File: src/rtl/sr_iter.sv
// Iterative right shifter: shifts a captured operand right one bit per clock,
// logical or arithmetic, with a start/busy/done handshake.
module sr_iter #(
  parameter int N   = 32,
  parameter int SHW = $clog2(N)
) (
  input  logic           clk,
  input  logic           rst_n,
  input  logic           start,
  input  logic [N-1:0]   A,
  input  logic [SHW-1:0] shamt,
  input  logic           arith,
  output logic           busy,
  output logic           done,
  output logic [N-1:0]   C
);

  localparam logic [1:0] IDLE  = 2'd0;
  localparam logic [1:0] SHIFT = 2'd1;
  localparam logic [1:0] DONE  = 2'd2;

  logic [1:0]     state_q, state_d;
  logic [N-1:0]   w_q, w_d;
  logic [SHW-1:0] cnt_q, cnt_d;
  logic           sgn_q, sgn_d;
  logic [N-1:0]   c_q, c_d;
  logic [N-1:0]   shifted;

  // Sign fill comes from the captured sign, not the live A input.
  assign shifted = {(sgn_q ? w_q[N-1] : 1'b0), w_q[N-1:1]};

  always_comb begin
    state_d = state_q;
    w_d     = w_q;
    cnt_d   = cnt_q;
    sgn_d   = sgn_q;
    c_d     = c_q;
    case (state_q)
      IDLE, DONE: begin
        if (start) begin
          w_d   = A;
          cnt_d = shamt;
          sgn_d = arith;
          if (shamt == '0) begin
            c_d     = A;
            state_d = DONE;
          end else begin
            state_d = SHIFT;
          end
        end else begin
          state_d = IDLE;
        end
      end
      SHIFT: begin
        w_d   = shifted;
        cnt_d = cnt_q - SHW'(1);
        if (cnt_q == SHW'(1)) begin
          c_d     = shifted;
          state_d = DONE;
        end
      end
      default: state_d = IDLE;
    endcase
  end

  always_ff @(posedge clk or negedge rst_n) begin
    if (!rst_n) begin
      state_q <= IDLE;
      w_q     <= '0;
      cnt_q   <= '0;
      sgn_q   <= 1'b0;
      c_q     <= '0;
    end else begin
      state_q <= state_d;
      w_q     <= w_d;
      cnt_q   <= cnt_d;
      sgn_q   <= sgn_d;
      c_q     <= c_d;
    end
  end

  assign busy = (state_q == SHIFT);
  assign done = (state_q == DONE);
  assign C    = c_q;

endmodule

File: config.mk
export PLATFORM = sky130hd
export DESIGN_NAME = sr_iter
export DESIGN_NICKNAME = d
export VERILOG_FILES = /design/src/rtl/sr_iter.sv
export SDC_FILE = /design/constraint.sdc
export NUM_CORES = 1
export LEC_CHECK = 0
export ABC_AREA = 1
export CORE_ASPECT_RATIO = 0.6
export CORE_MARGIN = 2
export CORE_UTILIZATION = 51
export DETAILED_ROUTE_END_ITERATION = 10
export PLACE_DENSITY = 0.8
export SETUP_SLACK_MARGIN = 0.4
export SLEW_MARGIN = 5
export SYNTH_ARGS = -nofsm -noshare
export SYNTH_HDL_FRONTEND = slang
export SYNTH_SLANG_ARGS = --single-unit
File: constraint.sdc
create_clock -name clk -period 1.87 [get_ports clk]
set_clock_uncertainty 0.2 [all_clocks]
set_input_delay 0.187 -clock clk [delete_from_list [all_inputs] [get_ports clk]]
set_output_delay 0.187 -clock clk [all_outputs]
set_load 0.01 [all_outputs]
=== Word-level counts from Yosys, hierarchy flattened ===
Cells that the tools add are included.
W data, S select, Z words.

* Add/subtract/negate cells: 1
* Equality and inequality tests: 6
* Muxes and demuxes: 13
* Reductions and logical operators: 7

{| class="wikitable"
|+ Operator list
! cell !! number
|-
| $mux W32 || 4
|-
| $pmux W32 S2 || 2
|-
| $pmux W5 S2 || 1
|-
| $mux W2 || 3
|-
| $eq A5 B1 Y1 const B || 1
|-
| $logic_not A5 Y1 || 1
|-
| $mux W5 || 1
|-
| $sub A5 B1 Y5 const B || 1
|-
| $ne A2 B2 Y1 const B || 2
|-
| $pmux W2 S2 || 1
|-
| $reduce_and A2 Y1 || 2
|-
| $reduce_and A4 Y1 || 1
|-
| $eq A2 B1 Y1 const B || 1
|-
| $eq A2 B2 Y1 const B || 1
|-
| $logic_not A2 Y1 || 1
|-
| $ne A2 B1 Y1 const B || 1
|-
| $reduce_bool A2 Y1 || 1
|-
| $reduce_or A2 Y1 || 1
|-
| $mux W1 || 1
|}

* Flip-flop bits (word level): 72
* Logic and storage cells: 32

=== Depth between registers and ports, before layout ===
Gate-level depths: netlist (run 1).

* Depth in word-level cells: 4
* Mapped depth: 10
* Mapped depth without buffers: 9

=== Worst setup path before layout (run 1) ===
No wires, ideal clock.

* Path type: reg2reg
* Start: reg cnt_q[1]
* End: reg c_q[0] (netlist: C[0])
* Setup time: 67 ps
* Arrival time: 1,331 ps
* Setup slack: 273 ps
* Cell stages (with the launch flop): 10
* Period minus slack after synthesis: 1,597 ps
* Cells stage by stage: dfrtp_1 -> inv_1 -> ha_1 -> inv_1 -> nor2_1 -> nand2_1 -> nand2_4 -> clkbuf_1 -> nand4_1 -> nand2_1

* Longest elaborated chain between the ends: 3

{| class="wikitable"
|+ Ends and longest elaborated chain
! element !! line !! RTL
|-
| start: declaration || 24 || <nowiki>logic [SHW-1:0] cnt_q, cnt_d;</nowiki>
|-
| start signal: assignment || 76 || <nowiki>cnt_q <= cnt_d;</nowiki>
|-
| $eq A5 B1 Y1 || 57 || <nowiki>if (cnt_q == SHW'(1)) begin</nowiki>
|-
| $ne A2 B1 Y1 (no source line) || - ||
|-
| $reduce_and A4 Y1 (no source line) || - ||
|-
| end signal: assignment || 72 || <nowiki>c_q <= '0;</nowiki>
|-
| end signal: assignment || 78 || <nowiki>c_q <= c_d;</nowiki>
|-
| end: declaration || 26 || <nowiki>logic [N-1:0] c_q, c_d;</nowiki>
|}

Every way passes these cells.
A chain may end at the register's enable or synchronous reset.

=== Worst setup path in the final report (run 1) ===
* Start: reg cnt_q[1]
* End: reg c_q[2] (netlist: C[2])

Same word-level chain as after synthesis.

==> results of run 1 <==
how the worst min path moves through the flow:
stage	startpoint	to	slack [ns]	depth (start not counted)
final	rst_n	cnt_q[4]$_DFFE_PN0P_	0.04	2
after global routing	rst_n	cnt_q[4]$_DFFE_PN0P_	0.09	2
after CTS	rst_n	cnt_q[4]$_DFFE_PN0P_	0.07	2
after detailed placement	rst_n	cnt_q[4]$_DFFE_PN0P_	-0.09	1
after global placement	rst_n	cnt_q[4]$_DFFE_PN0P_	-0.09	1
after floorplan	rst_n	C[0]$_DFFE_PN0P_	-0.31	0
sequential cells by signal, summed over array words and instances (netlist names):
register	count
sgn_q	1
cnt_q	5
state_q	2
C	32
w_q	31
power by group through the flow:
stage               registers (mW)  clock network (mW)  logic [mW]
floorplan                     2.84                   0        2.93
global placement              2.76                   0        4.45
detailed placement            2.77                   0        4.58
CTS                           2.75                1.43        5.07
global route                  3.07                1.52        7.92
finish                        3.02                1.47        7.58
through the flow:
stage	hold slack (ns)	instance area [sq um]	setup WS (ns)
finish	0.0420	5470	0.119
global placement	-0.0937	4280	0.103
global route	0.0920	5470	0.0536
detailed placement	-0.0906	4280	0.0918
CTS	0.0683	4720	0.205
floorplan	-0.309	3430	0.359
cells by family after synthesis:
kind of cell / synth area share [%]
and+or+nand+nor: 33.7
DFF: 52.1
buffers and inverters: 6.57
AOI/OAI and AO/OA: 6.93
adders and majority gates: 0.734
final cells by class:
| type | count | area share [%] |
|---|---|---|
| Tap cell | 87 | 1.99 |
| Inverter | 12 | 0.914 |
| Multi-Input combinational cell | 301 | 33.3 |
| Sequential cell | 71 | 32.5 |
| Clock buffer | 11 | 2.77 |
| Clock inverter | 5 | 1.46 |
| Timing Repair Buffer | 132 | 27.1 |
synthesized netlist by cell type (2+ instances only):
cell type,count
ha_1,2
buf_2,12
buf_6,4
o21ai_0,2
dfrtp_1,71
inv_2,3
buf_4,3
nand2_4,2
inv_1,9
clkbuf_1,10
o211ai_1,3
nand3_1,38
a31oi_1,31
nand2_1,146
nand4_1,33
nor2_1,39
repair_timing:
action                                  4_1_cts  5_1_grt
buffers inserted                              9       16
gates cloned                                  3       12
endpoints found under the hold margin        71        0
hold buffers                                  1        0
pin swaps                                     7       18
endpoints found under the setup margin       99       70
resized for setup                            58      109
routing by layer:
layer	wire (microns)	vias up	track usage [%]
li1	-	1634	-
met1	5540	1879	40.9
met2	6080	391	41.1
met3	1780	102	8.11
met4	718	0	8.23
met5	0	-	0
worst max-delay path, delay by kind of cell (launching register included):
family	cells	cell delay, ns
fa+ha+maj	1	0.13
buf+inv	3	0.33
flops	1	0.40
simple gates	6	0.57
==> out/qor.yml, run 1 <==
status: "completed"
diodes: 0
rr_worst_depth: 10
synth-async-reset-ratio_pct: 100
power_mw: 12.1
layout_commonest_cell: "nand2_1"
drt_iter0_drc: 739
vias: 4006
r2r-start: "cnt_q[1]$_DFFE_PN0P_"
route.detailed.wl_per_inst_microns: 22.8
rsz0062_at_grt: "yes"
synth.area.top_cells: "dfrtp_1, nand2_1, nand4_1, a31oi_1, nand3_1"
path_cells: "inv_2, ha_4, inv_2, nor2_2, nand2_2, nand2_4, nand3_4, buf_6, nand2_1, nand2_1"
io_buffers: 74
fin_crit_sh_pct: 93.6
start_util_pct: 52.0
area_growth_syn_to_layout_pct: 60.5
seq_area_frac_synth_pct: 52.1
cts_max_level: 3
maxCapViolCount: 0
grt-ovfl-total: 0
hpwl_microns: 5690
syn_avg_cell_area_sq_um: 8.24
yosysUniqueCellTypes: 22
synth_fp_nets: 457
worstHoldPathType: "in -> async"
grt_pass1_wl_microns: 15500
slew_violations: 0
core_sq_um: 6560
p_sw_mw: 5.59
die_h_microns: 67.3
cts-root-buf: "clkbuf_8"
most-common-layout-cells: "nand2_1, dfrtp_1, clkdlybuf4s50_1"
synth-main-ff-cell: "dfrtp_1"
critPathSlowestCell: "dfrtp_1"
cts_made_buffers: 9
clk_latency_ns: 0.37
worstMarginPinSlew_ns: 0.321
finalCriticalPeriod_ns: 1.75
die_area_sq_um: 7380
dr.pass1.iters: 8
endpoint: "C[2]$_DFFE_PN0P_"
p_leak_nw: 2.62
multi_input_area_sq_um: 1820
dp_cells: 562
irDropWorstVdd_mv: 0.947
fin_tns_setup_ns: 0
gp_congestion: 0.833
synth_edf_count: 0
worstReg2RegEnd: "C[2]$_DFFE_PN0P_"
clk_pin_slew_worst_paths_ns: 0.09
swShare_pct: 46.3
reg2reg_slack_ns: 0.12
critical-path-max-stage-delay_ns: 0.40
yosysTopAreaCell: "dfrtp_1"
maxClockFrequency_mhz: 571
grt_pass1_vias: 3071
row_count: 23
endpoint_kind: "register"
antenna_found_initial: 0
fp.dieW_microns: 110
internal_power_mw: 6.49
crit_type: "reg -> reg"
worstPathArrival_ns: 1.81
syn_inst: 414
track_usage_pct: 28.1
layoutNonFillerInstCount: 619
ys_warn_count: 0
slew_headroom_pct: 78.6
ff_latch_area_sq_um: 1780
cts_buffer_depth: 2
p_per_area_nw_per_um2: 2210
fin_util_pct: 83.4
cts.sinks: 71
start_kind: "register"
remaining_drc_errors: 0
clkPwrFrac_pct: 12.2
cts_tree: "yes"
drive_gt1_share_pct: 28.6
fillers: 326
synth.top_cell.area_share_pct: 52.1
io_pins: 75
setup_violations: 0
drt-vias-per-instance: 6.47
ys_ff_latch: 71
drtAntennaViolNets: 0
netlist_area_sq_um: 3410
seq_power_share_pct: 25.0
finalWirelength_microns: 14100
p_comb_share_pct: 62.8
worstPathRequired_ns: 1.93
cp_max_fo: 11
crit_path_start: "cnt_q[1]$_DFFE_PN0P_"
timing_hold_violations_final: 0
grt_max_degree: 39
final_nets: 570
Power figures use the tool's default switching activity.
==> run 2: changes to the inputs <==
--- a/config.mk
+++ b/config.mk
@@ -7,9 +7,12 @@
 export LEC_CHECK = 0
 export ABC_AREA = 1
+export CELL_PAD_IN_SITES_DETAIL_PLACEMENT = 0
+export CELL_PAD_IN_SITES_GLOBAL_PLACEMENT = 1
 export CORE_ASPECT_RATIO = 0.6
 export CORE_MARGIN = 2
-export CORE_UTILIZATION = 51
+export CORE_UTILIZATION = 37
 export DETAILED_ROUTE_END_ITERATION = 10
-export PLACE_DENSITY = 0.8
+export MAX_ROUTING_LAYER = met4
+export PLACE_DENSITY_LB_ADDON = 0.1
 export SETUP_SLACK_MARGIN = 0.4
 export SLEW_MARGIN = 5
--- a/constraint.sdc
+++ b/constraint.sdc
@@ -3,3 +3,3 @@
 set_input_delay 0.187 -clock clk [delete_from_list [all_inputs] [get_ports clk]]
 set_output_delay 0.187 -clock clk [all_outputs]
-set_load 0.01 [all_outputs]
+set_load 0.05 [all_outputs]
==> out/qor.yml, run 2 (synthesis gave the netlist of run 1 again) <==
start_util_pct: 37.7  # was 52.0%
p_per_area_nw_per_um2: 2240  # was 2210 nW/um^2
antenna_found_initial: 0  # unchanged
setup_violations: 0  # unchanged
drtAntennaViolNets: 0  # unchanged
io_buffers: 74  # unchanged
cts-root-buf: "clkbuf_16"  # was clkbuf_8
route.detailed.wl_per_inst_microns: 16.2  # was 22.8 microns
grt-ovfl-total: 0  # unchanged
fillers: 850  # was 326
fin_area_sq_um: 5090  # was 5470 sq um
clk_pin_slew_worst_paths_ns: 0.05  # was 0.09 ns
die_h_microns: 78.4  # was 67.3 microns
hpwl_microns: 6290  # was 5690 microns
timing_hold_violations_final: 0  # unchanged
maxCapViolCount: 0  # unchanged
drt-vias-per-instance: 5.12  # was 6.47
slew_violations: 0  # unchanged
fp.dieW_microns: 128  # was 110 microns
finalWirelength_microns: 10400  # was 14100 microns
worstPathRequired_ns: 1.89  # was 1.93 ns
most-common-layout-cells: "nand2_1, dfrtp_1, buf_4"  # was nand2_1, dfrtp_1, clkdlybuf4s50_1
drive_gt1_share_pct: 28.8  # was 28.6%
cp_top_family: "flip-flops"  # was simple AND/OR/NAND/NOR gates
r2r-start: "state_q[0]$_DFFE_PN0P_"  # was cnt_q[1]$_DFFE_PN0P_
dr.pass1.iters: 4  # was 8
worstMarginPinSlew_ns: 0.487  # was 0.321 ns
ff_latch_area_sq_um: 1780  # about the same
grt_max_degree: 36  # was 39
grt_pass1_wl_microns: 15600  # was 15500 microns
cts_tree: "yes"  # unchanged
diodes: 0  # unchanged
io_pins: 75  # unchanged
layout_commonest_cell: "nand2_1"  # unchanged
worstHoldPathType: "in -> async"  # unchanged
finalCriticalPeriod_ns: 1.64  # was 1.75 ns
crit_type: "reg -> reg"  # unchanged
rsz0062_at_grt: "yes"  # unchanged
cts.sinks: 71  # unchanged
crit_path_start: "state_q[0]$_DFFE_PN0P_"  # was cnt_q[1]$_DFFE_PN0P_
crit_buf_inv: 3  # unchanged
row_count: 27  # was 23
multi_input_area_sq_um: 1570  # was 1820 sq um
final_nets: 563  # was 570
cts_buffer_depth: 2  # unchanged
endpoint_kind: "register"  # unchanged
slew_headroom_pct: 67.5  # was 78.6%
critPathSlowestCell: "dfrtp_2"  # was dfrtp_1
die_area_sq_um: 10000  # was 7380 sq um
core_sq_um: 9050  # was 6560 sq um
worstPathArrival_ns: 1.67  # was 1.81 ns
grt_pass1_vias: 3065  # was 3071
fin_tns_setup_ns: 0  # unchanged
track_usage_pct: 20.6  # was 28.1%
irDropWorstVdd_mv: 0.890  # was 0.947 mV
drt_iter0_drc: 206  # was 739
clk_latency_ns: 0.33  # was 0.37 ns
critical-path-max-stage-delay_ns: 0.48  # was 0.40 ns
path_cells: "inv_4, nor2_4, buf_4, nand2_4, nand3_4, clkbuf_16, nand2_1, nand2_1"  # was inv_2, ha_4, inv_2, nor2_2, nand2_2, nand2_4, nand3_4, buf_6, nand2_1, nand2_1
cts_made_buffers: 9  # unchanged
placed_area_sq_um: 4290  # was 4280 sq um
start_kind: "register"  # unchanged
maxClockFrequency_mhz: 609  # was 571 MHz
gp_congestion: 0.786  # was 0.833
cpMostUsedCell: "nand2_1"
largest_reg_flops: 32  # unchanged
p_leak_nw: 2.49  # was 2.62 nW
cts_max_level: 3  # unchanged
fin_util_pct: 56.2  # was 83.4%
fin_crit_sh_pct: 87.8  # was 93.6%
vias: 3274  # was 4006
cp_max_fo: 6  # was 11
area_growth_syn_to_layout_pct: 49.3  # was 60.5%
remaining_drc_errors: 0  # unchanged
status: "completed"  # unchanged
## run 2: cell types whose count changed in the layout (fill, tap and decap cells not counted), sizes merged
cell         previous run  this run
clkbuf                 18        21
clkinv                  2         1
bufinv                  2         0
dlygate4sd2            32         0
inv                    11        12
clkinvlp                2         0
buf                    53        78
## run 2: per-layer routing
| metal | track usage, % | routed length (microns) | vias to the layer above |
|---|---|---|---|
| met2 | 28.6 | 4490 | 98 |
| met1 | 30.0 | 5210 | 1553 |
| met3 | 5.73 | 563 | 8 |
| met5 | - | 0 | - |
| li1 | - | - | 1615 |
| met4 | 4.73 | 112 | 0 |
## run 2: path summary, 6_finish.rpt
kind | slack (ns) | depth (start not counted) | to
worst min register to register | 0.27 | 2 | C[16]$_DFFE_PN0P_
min in group clk | 0.19 | 3 | sgn_q$_DFFE_PN0P_
worst max-delay path | 0.23 | 8 | C[30]$_DFFE_PN0P_
worst max register to register | 0.23 | 8 | C[30]$_DFFE_PN0P_
worst min-delay path | 0.15 | 2 | C[25]$_DFFE_PN0P_
max in group asynchronous | 0.77 | 3 | C[12]$_DFFE_PN0P_
## run 2: worst reg2reg max path: cells and delay by family, from the launching register on
| kind | cells | cell delay [ns] |
|---|---|---|
| simple gates | 5 | 0.40 |
| flops | 1 | 0.48 |
| buf+inv | 3 | 0.47 |
## run 2: final cells by class
class,instances,share of cell area [%]
clock buffers,14,4.99
clock inverters,1,0.0983
inverters,12,0.983
multi-input cells,301,30.8
flip-flops and latches,71,34.9
well taps,116,2.85
repair buffers,125,25.4
## run 2: where the power goes
part	leakage, nW	total, mW	internal, mW	switching (mW)
clock	0.127	1.54	0.926	0.610
combinational	1.51	7.01	2.81	4.19
sequential	0.849	2.87	2.34	0.535
total	2.49	11.4	6.07	5.34
## run 2: metrics by stage
stage	power, mW	hold slack, ns	std cells	setup slack [ns]
floorplan	6.81	-0.309	414	0.220
global placement	8.42	-0.0176	597	0.134
detailed placement	8.49	-0.0224	597	0.0676
CTS	10.4	0.161	620	0.210
global route	12.2	0.209	640	0.186
finish	11.4	0.147	640	0.227
## run 2: repair_timing
action                                  in CTS  in global routing
pin swaps                                    2                  8
hold buffers                                 1                  0
endpoints found under the setup margin      70                 74
setup buffers                                6                 13
resized for setup                           41                 44
gates cloned                                 1                  7
hold endpoints to repair                    49                  0
==> run 3: changes to the inputs <==
RECOVER_POWER = 50   (was default)
clock period = 1.6 ns   (was 1.87 ns; I/O delays follow)
==> out/qor.yml, run 3 (synthesis gave the netlist of run 1 again) <==
io_pins: 75  # unchanged
drtAntennaViolNets: 0  # unchanged
slew_violations: 0  # unchanged
cts_tree: "yes"  # unchanged
timing_hold_violations_final: 0  # unchanged
row_count: 27  # unchanged
route.detailed.wl_per_inst_microns: 18.6  # was 16.2 microns
cts_buffer_depth: 2  # unchanged
failed_checks: "negative setup slack"
cts-root-buf: "clkbuf_16"  # unchanged
dp_cells: 601  # was 597
remaining_drc_errors: 0  # unchanged
grt_pass1_vias: 3034  # was 3065
die_area_sq_um: 10000  # unchanged
endpoint: "C[26]$_DFFE_PN0P_"  # was C[30]$_DFFE_PN0P_
vias: 3598  # was 3274
worstMarginPinSlew_ns: 0.944  # was 0.487 ns
worstPathRequired_ns: 1.63  # was 1.89 ns
status: "finished, violations left"  # was completed
hpwl_microns: 6130  # was 6290 microns
final_nets: 585  # was 563
cts.sinks: 71  # unchanged
largest_reg_flops: 32  # unchanged
slew_headroom_pct: 37.0  # was 67.5%
pre_cts_slack_ns: -0.153  # was 0.0676 ns
grt_max_degree: 72  # was 36
p_per_area_nw_per_um2: 2740  # was 2240 nW/um^2
grt-ovfl-total: 0  # unchanged
irDropWorstVdd_mv: 1.16  # was 0.890 mV
track_usage_pct: 21.3  # was 20.6%
placed_area_sq_um: 4740  # was 4290 sq um
r2r-start: "state_q[1]$_DFFE_PN0P_"  # was state_q[0]$_DFFE_PN0P_
rr_worst_depth: 8  # unchanged
dr.pass1.iters: 5  # was 4
clk_latency_ns: 0.34  # was 0.33 ns
crit_type: "reg -> reg"  # unchanged
worstHoldPathType: "in -> reg"  # was in -> async
die_h_microns: 78.4  # unchanged
core_sq_um: 9050  # unchanged
most-common-layout-cells: "nand2_1, dfrtp_1, buf_12"  # was nand2_1, dfrtp_1, buf_4
grt_pass1_wl_microns: 16000  # was 15600 microns
layout_commonest_cell: "nand2_1"  # unchanged
worstPathArrival_ns: 1.72  # was 1.67 ns
start_kind: "register"  # unchanged
diodes: 0  # unchanged
fillers: 709  # was 850
setup_ws_ns: -0.0894  # was 0.227 ns
crit_path_start: "state_q[1]$_DFFE_PN0P_"  # was state_q[0]$_DFFE_PN0P_
fin_crit_sh_pct: 106  # was 87.8%
finalWirelength_microns: 12400  # was 10400 microns
setup_violations: 55  # was 0
maxCapViolCount: 0  # unchanged
drive_gt1_share_pct: 35.8  # was 28.8%
fp.dieW_microns: 128  # unchanged
fin_area_sq_um: 6260  # was 5090 sq um
p_leak_nw: 2.87  # was 2.49 nW
cts_made_buffers: 9  # unchanged
io_buffers: 74  # unchanged
rsz0062_at_grt: "yes"  # unchanged
area_growth_syn_to_layout_pct: 83.5  # was 49.3%
layoutNonFillerInstCount: 663  # was 640
clk_pin_slew_worst_paths_ns: 0.06  # was 0.05 ns
maxClockFrequency_mhz: 592  # was 609 MHz
drt_iter0_drc: 259  # was 206
start_util_pct: 37.7  # unchanged
finalCriticalPeriod_ns: 1.69  # was 1.64 ns
cts_max_level: 3  # unchanged
endpoint_kind: "register"  # unchanged
antenna_found_initial: 0  # unchanged
cp_max_fo: 22  # was 6
gp_congestion: 0.835  # was 0.786
worstReg2RegEnd: "C[26]$_DFFE_PN0P_"  # was C[30]$_DFFE_PN0P_
reg2reg_slack_ns: -0.09  # was 0.23 ns
drt-vias-per-instance: 5.43  # was 5.12
==> run 3: worst min path at each step <==
stage,to,cells after the start,slack (ns),startpoint
after floorplan,C[0]$_DFFE_PN0P_,0,-0.34,rst_n
after global placement,C[24]$_DFFE_PN0P_,2,0.006,rst_n
after detailed placement,C[24]$_DFFE_PN0P_,2,0.007,rst_n
after CTS,sgn_q$_DFFE_PN0P_,3,0.19,arith
after global routing,w_q[18]$_DFFE_PN0P_,3,0.22,A[18]
final,w_q[18]$_DFFE_PN0P_,3,0.20,A[18]
==> run 3: layout make-up <==
cell class	instances	area, sq um	share of cell area (%)
Multi-Input combinational cell	303	1910	30.5
Inverter	12	67.6	1.08
Sequential cell	71	1780	28.4
Clock buffer	11	243	3.88
Tap cell	116	145	2.32
Clock inverter	5	57.6	0.919
Timing Repair Buffer	145	2060	32.8
==> run 3: power breakdown <==
group	switching, mW	leakage [nW]	internal, mW
clock network	0.812	0.138	1.25
registers	0.904	0.848	2.73
logic	5.97	1.89	5.46
total	7.69	2.87	9.44
==> run 3: worst max-delay path, cell delays in order (launching register included) <==
cell	delay, ns
dfrtp_1	0.40
inv_2	0.17
nand2_8	0.09
buf_12	0.16
nand2_8	0.10
nand3_4	0.13
buf_12	0.20
nand2_1	0.06
nand2_1	0.06
==> run 3: timing repair <==
| item | CTS | global route |
|---|---|---|
| gates resized for setup | 24 | 120 |
| cloned | 4 | 12 |
| setup buffers | 7 | 22 |
| setup endpoints to repair | 105 | 105 |
| hold buffers | 1 | 0 |
| endpoints found under the hold margin | 71 | 0 |
| pin swaps | 3 | 24 |
==> run 3: metal layers <==
metal | up-vias | routed length [microns] | GRT usage, %
met2 | 147 | 5830 | 28.6
met5 | - | 0 | -
li1 | 1669 | - | -
met3 | 15 | 784 | 5.66
met4 | 0 | 143 | 5.27
met1 | 1767 | 5590 | 31.7
==> run 3: per-stage QoR <==
step	TNS (ns)	hold slack (ns)	power [mW]	utilization, %
detailed placement	-4.34	0.00683	11.2	52.3
finish	-3.10	0.205	17.1	69.1
global placement	-2.00	0.00571	11.0	52.3
floorplan	-1.02	-0.336	8.04	-
global route	-5.15	0.225	18.0	69.1
CTS	-0.00859	0.194	13.9	58.1
